--- src/rtl/sysid_check_ctrl.sv ---
// Avalon-MM sequencer that reads system ID words 0 and 1 and checks them against build-time values.
// Optional macro SYSID_CHECK_AUTOSTART_EN: every reset release launches a check run.
module sysid_check_ctrl #(
    parameter logic [31:0] EXPECTED_ID    = 32'h0000_0000,
    parameter logic [31:0] EXPECTED_TS    = 32'h5E5A_1B1E,
    parameter int          READ_LATENCY   = 0,
    parameter int          TIMEOUT_CYCLES = 255
) (
    input  logic        clock,
    input  logic        reset,
    input  logic        start,
    output logic        avm_address,
    output logic        avm_read,
    input  logic        avm_waitrequest,
    input  logic [31:0] avm_readdata,
    output logic [31:0] id_value,
    output logic [31:0] ts_value,
    output logic        busy,
    output logic        done,
    output logic        pass,
    output logic        fail_id,
    output logic        fail_ts,
    output logic        timeout
);

    localparam logic [2:0] S_IDLE   = 3'd0;
    localparam logic [2:0] S_RD_ID  = 3'd1;
    localparam logic [2:0] S_LAT_ID = 3'd2;
    localparam logic [2:0] S_RD_TS  = 3'd3;
    localparam logic [2:0] S_LAT_TS = 3'd4;
    localparam logic [2:0] S_CMP    = 3'd5;
    localparam logic [2:0] S_DONE   = 3'd6;

    localparam logic [15:0] TO_LAST  = 16'(TIMEOUT_CYCLES - 1);
    localparam logic [1:0]  LAT_LAST = 2'(READ_LATENCY - 1);

    logic [2:0]  r_state;
    logic        r_address;
    logic        r_read;
    logic [31:0] r_id;
    logic [31:0] r_ts;
    logic        r_busy;
    logic        r_done;
    logic        r_pass;
    logic        r_fail_id;
    logic        r_fail_ts;
    logic        r_timeout;
    logic [15:0] r_wait_cnt;
    logic [1:0]  r_lat_cnt;

    logic w_start;
    logic w_in_rd;
    logic w_in_lat;
    logic w_capture;
    logic w_timeout;

`ifdef SYSID_CHECK_AUTOSTART_EN
    // Set throughout reset so the first released edge acts as a start pulse.
    logic r_auto_pend;
    always_ff @(posedge clock) begin
        if (reset) r_auto_pend <= 1'b1;
        else       r_auto_pend <= 1'b0;
    end
    assign w_start = start | r_auto_pend;
`else
    assign w_start = start;
`endif

    assign w_in_rd   = (r_state == S_RD_ID) || (r_state == S_RD_TS);
    assign w_in_lat  = (r_state == S_LAT_ID) || (r_state == S_LAT_TS);
    // Data is taken on the accepting edge itself when the slave is combinational.
    assign w_capture = (READ_LATENCY == 0) ? (w_in_rd && !avm_waitrequest)
                                           : (w_in_lat && (r_lat_cnt == LAT_LAST));
    assign w_timeout = w_in_rd && avm_waitrequest && (r_wait_cnt == TO_LAST);

    always_ff @(posedge clock) begin
        if (reset) begin
            r_state    <= S_IDLE;
            r_address  <= 1'b0;
            r_read     <= 1'b0;
            r_id       <= 32'd0;
            r_ts       <= 32'd0;
            r_busy     <= 1'b0;
            r_done     <= 1'b0;
            r_pass     <= 1'b0;
            r_fail_id  <= 1'b0;
            r_fail_ts  <= 1'b0;
            r_timeout  <= 1'b0;
            r_wait_cnt <= 16'd0;
            r_lat_cnt  <= 2'd0;
        end else begin
            case (r_state)
                S_IDLE, S_DONE: begin
                    if (w_start) begin
                        r_done     <= 1'b0;
                        r_pass     <= 1'b0;
                        r_fail_id  <= 1'b0;
                        r_fail_ts  <= 1'b0;
                        r_timeout  <= 1'b0;
                        r_busy     <= 1'b1;
                        r_read     <= 1'b1;
                        r_address  <= 1'b0;
                        r_wait_cnt <= 16'd0;
                        r_state    <= S_RD_ID;
                    end
                end
                S_RD_ID, S_RD_TS: begin
                    if (w_timeout) begin
                        r_read    <= 1'b0;
                        r_timeout <= 1'b1;
                        r_done    <= 1'b1;
                        r_busy    <= 1'b0;
                        r_pass    <= 1'b0;
                        r_state   <= S_DONE;
                    end else if (avm_waitrequest) begin
                        r_wait_cnt <= r_wait_cnt + 16'd1;
                    end else if (READ_LATENCY != 0) begin
                        r_read    <= 1'b0;
                        r_lat_cnt <= 2'd0;
                        r_state   <= r_address ? S_LAT_TS : S_LAT_ID;
                    end
                end
                S_LAT_ID, S_LAT_TS: begin
                    if (!w_capture) r_lat_cnt <= r_lat_cnt + 2'd1;
                end
                S_CMP: begin
                    r_fail_id <= (r_id != EXPECTED_ID);
                    r_fail_ts <= (r_ts != EXPECTED_TS);
                    r_pass    <= (r_id == EXPECTED_ID) && (r_ts == EXPECTED_TS);
                    r_done    <= 1'b1;
                    r_busy    <= 1'b0;
                    r_state   <= S_DONE;
                end
                default: r_state <= S_IDLE;
            endcase

            // Finishing the ID word chains straight into the timestamp read.
            if (w_capture) begin
                if (!r_address) begin
                    r_id       <= avm_readdata;
                    r_address  <= 1'b1;
                    r_read     <= 1'b1;
                    r_wait_cnt <= 16'd0;
                    r_state    <= S_RD_TS;
                end else begin
                    r_ts    <= avm_readdata;
                    r_read  <= 1'b0;
                    r_state <= S_CMP;
                end
            end
        end
    end

    assign avm_address = r_address;
    assign avm_read    = r_read;
    assign id_value    = r_id;
    assign ts_value    = r_ts;
    assign busy        = r_busy;
    assign done        = r_done;
    assign pass        = r_pass;
    assign fail_id     = r_fail_id;
    assign fail_ts     = r_fail_ts;
    assign timeout     = r_timeout;

endmodule

--- config.mk ---
export PLATFORM = sky130hd
export DESIGN_NAME = sysid_check_ctrl
export DESIGN_NICKNAME = d
export VERILOG_FILES = /design/src/rtl/sysid_check_ctrl.sv
export SDC_FILE = /design/constraint.sdc
export NUM_CORES = 1
export LEC_CHECK = 0
export ABC_AREA = 1
export CORE_ASPECT_RATIO = 1.75
export CORE_UTILIZATION = 34
export CTS_BUF_LIST = sky130_fd_sc_hd__clkbuf_2
export CTS_CLUSTER_SIZE = 12
export DETAILED_ROUTE_END_ITERATION = 10
export SLEW_MARGIN = 10
export SYNTH_ARGS = -nofsm -noshare
export SYNTH_HDL_FRONTEND = slang
export SYNTH_SLANG_ARGS = --single-unit
--- constraint.sdc ---
create_clock -name clock -period 1.65 [get_ports clock]
set_input_delay 0.33 -clock clock [delete_from_list [all_inputs] [get_ports clock]]
set_output_delay 0.33 -clock clock [all_outputs]
set_load 0.02 [all_outputs]
==> flow_summary.json <==
{
  "place_congestion": 0.9290,
  "worst_path_max_delay_cell": "dfxtp_1",
  "holdWs_ns": 0.3503,
  "antenna_left": 0,
  "synth.largest_area_cell": "dfxtp_1",
  "p_per_area_mw_per_mm2": 1122,
  "grt_max_degree": 42,
  "critPathKind": "flop to output pin",
  "slew_headroom": 0.7523,
  "power_frac_seq": 0.419,
  "design_area_mm2": 0.005610,
  "cp_max_fo": 3,
  "tightest_slew_ns": 0.3702,
  "setup_viol": 0,
  "netlist_area_mm2": 0.004025,
  "cts_buffers": 9,
  "num_vias": 4062,
  "dp.cells": 808,
  "postCtsSetupBuffers": 0,
  "avgViaCountPerCell": 4.924,
  "synth.distinct_cells": 28,
  "rsz0062_at_grt": "false",
  "start_kind": "flop",
  "yosysTopAreaCellShare": 0.4526,
  "synth_fa_ha_area_frac": 0.006217,
  "die_w_um": 84.25,
  "fin_crit_ns": 1.562,
  "seq_area_mm2": 0.001874,
  "post_synth_xor_area_fraction": 0,
  "fin_nets": 722,
  "dieArea_mm2": 0.01230,
  "place_area_mm2": 0.005393,
  "stdcell_count": 825,
  "synth_compound_area_frac": 0.1613,
  "io_buffers": 107,
  "cp-end-kind": "output pin",
  "synthCells": 564,
  "synth.area.top_cells": "dfxtp_1, nor2_1, o21ai_0",
  "core_mm2": 0.01152,
  "yosys-mux-area-fraction": 0,
  "synth_fp_nets": 602,
  "dieHeight_um": 145.9,
  "cts_root_buffer": "clkbuf_2",
  "yosysSeqAreaShare": 0.4526,
  "wirelength_um": 12230,
  "fin_total_pwr_mw": 6.295,
  "cts_tree": "yes",
  "required_ns": 1.32,
  "cts.sinks": 91,
  "h-tree-depth": 3,
  "critPathMaxStageDelay_ns": 0.42,
  "setup_tns_ns": 0,
  "ios": 108,
  "crit_arrival_ns": 1.23,
  "clk_latency_ns": 0.54,
  "power_switching_mw": 2.437,
  "rows": 52,
  "yosysWarnings": 0,
  "firstDrtPassIters": 7,
  "p_comb_frac": 0.378,
  "swShare": 0.3871,
  "p_clk_frac": 0.203,
  "wl_per_cell_um": 14.82,
  "vdd_drop_max_v": 0.0005959,
  "grt_pass1_wl_um": 19690,
  "final_common_cell": "nor2_1",
  "grt_pass1_vias": 4025,
  "power_leakage_nw": 2.316,
  "hpwl_um": 9289,
  "start_util": 0.3495,
  "path_delay_family": "flip-flops",
  "drv_cap": 0,
  "ys_seq_elements": 91,
  "multi_input_area_mm2": 0.001866,
  "post-route-period-util": 0.9464,
  "slew_violations": 0,
  "final_cell_mix": "nor2_1, o21ai_0, clkdlybuf4s15_2",
  "synth_top_family_by_area": "simple AND/OR/NAND/NOR gates",
  "finClkSkew_ns": 0.01949,
  "violations": "design-rule violations",
  "antenna_found_initial": 1,
  "drc": 4,
  "hold_violations": 0,
  "cts_max_path_buffers": 2,
  "area_delta_synth_final_pct": 39.38,
  "synth.avg_cell_area_um2": 7.137,
  "min_path_type": "input port to flop",
  "internal_power_mw": 3.858,
  "crit_chain": "clkdlybuf4s15_2",
  "fmax_mhz": 640.4,
  "clk_pin_slew_worst_paths_ns": 0.25,
  "synth-simple-area-share": 0.2947,
  "cp.buffers_inverters": 1,
  "overflow": 0,
  "outcome": "finished with violations",
  "nFillCells": 1157,
  "layout-drive-gt1-share": 0.2598,
  "track_usage": 0.2036,
  "drt_iter0_markers": 131
}
## worst register-to-register path, delay by kind of cell, from the launching register on
| family | cells | cell delay, ns |
|---|---|---|
| simple gates | 6 | 0.72 |
| buf+inv | 2 | 0.19 |
| flops | 1 | 0.40 |
| compound gates | 1 | 0.13 |
## power by group through the flow
| stage | registers, mW | clock network [mW] | logic, mW |
|---|---|---|---|
| 4_1_cts | 2.62 | 1.33 | 2.41 |
| 5_1_grt | 2.67 | 1.41 | 2.59 |
| 2_1_floorplan | 2.85 | 0 | 1.20 |
| 3_5_place_dp | 2.65 | 0 | 2.46 |
| 6_report | 2.64 | 1.28 | 2.38 |
| 3_3_place_gp | 2.65 | 0 | 2.43 |
## synthesized netlist by cell type (all sizes together)
| library cell | number |
|---|---|
| ha | 2 |
| dfxtp | 91 |
| or2 | 1 |
| o2111ai | 2 |
| o21ai | 82 |
| nand4 | 16 |
| nor2 | 153 |
| a31oi | 5 |
| clkbuf | 8 |
| nand3 | 27 |
| a211oi | 2 |
| nand2 | 64 |
| buf | 15 |
| inv | 58 |
| a21oi | 35 |
| nor3 | 3 |
## sequential cells by signal (all words and copies together) (netlist names)
signal	cells
r_state	3
pass	1
avm_read	1
id_value	32
avm_address	1
fail_id	1
r_wait_cnt	16
ts_value	32
timeout	1
fail_ts	1
busy	1
done	1
## path summary, 6_finish.rpt
| kind | slack [ns] | start | endpoint | depth (start not counted) |
|---|---|---|---|---|
| worst max-delay path | 0.09 | ts_value[1]$_SDFFE_PP0P_ | ts_value[1] | 1 |
| worst max register to register | 0.14 | r_state[2]$_SDFFE_PP0P_ | r_wait_cnt[15]$_SDFF_PP0_ | 9 |
| worst min-delay path | 0.35 | avm_readdata[10] | id_value[10]$_SDFFE_PP0P_ | 3 |
| worst min register to register | 0.49 | ts_value[16]$_SDFFE_PP0P_ | ts_value[16]$_SDFFE_PP0P_ | 2 |
## area by class of cell
class                           count  area share
Clock buffer                       10    0.008921
Multi-Input combinational cell    392      0.3325
Inverter                           58     0.03925
Sequential cell                    91      0.3341
Antenna cell                        1   0.0004460
Tap cell                          135     0.03011
Timing Repair Buffer              132      0.2391
Clock inverter                      6     0.01561
## logic make-up after synthesis
group | count (synthesis)
AO/OA/AOI/OAI | 126
adder cells (fa/ha/maj) | 2
buffers and inverters | 81
flip-flops | 91
AND/OR/NAND/NOR | 264
## metal layers
metal,share of wire,track usage,vias up
li1,-,-,2069
met1,0.39,0.2143,1862
met3,0.054,0.04594,24
met5,0,0,-
met4,0.033,0.1129,0
met2,0.53,0.3684,107
## stage by stage
| step | utilization | setup slack, ns |
|---|---|---|
| floorplan | - | 0.3093 |
| global placement | 0.4683 | -0.1313 |
| detailed placement | 0.4683 | -0.1624 |
| CTS | 0.4874 | 0.000006883 |
| global route | 0.4872 | 0.001295 |
| finish | 0.4872 | 0.08850 |
## timing repair
item	in CTS	in global routing
gates resized for setup	210	50
hold buffers	0	0
setup endpoints to repair	72	57
pin swaps	0	0
Note: power is estimated with default switching activity, not from simulation.
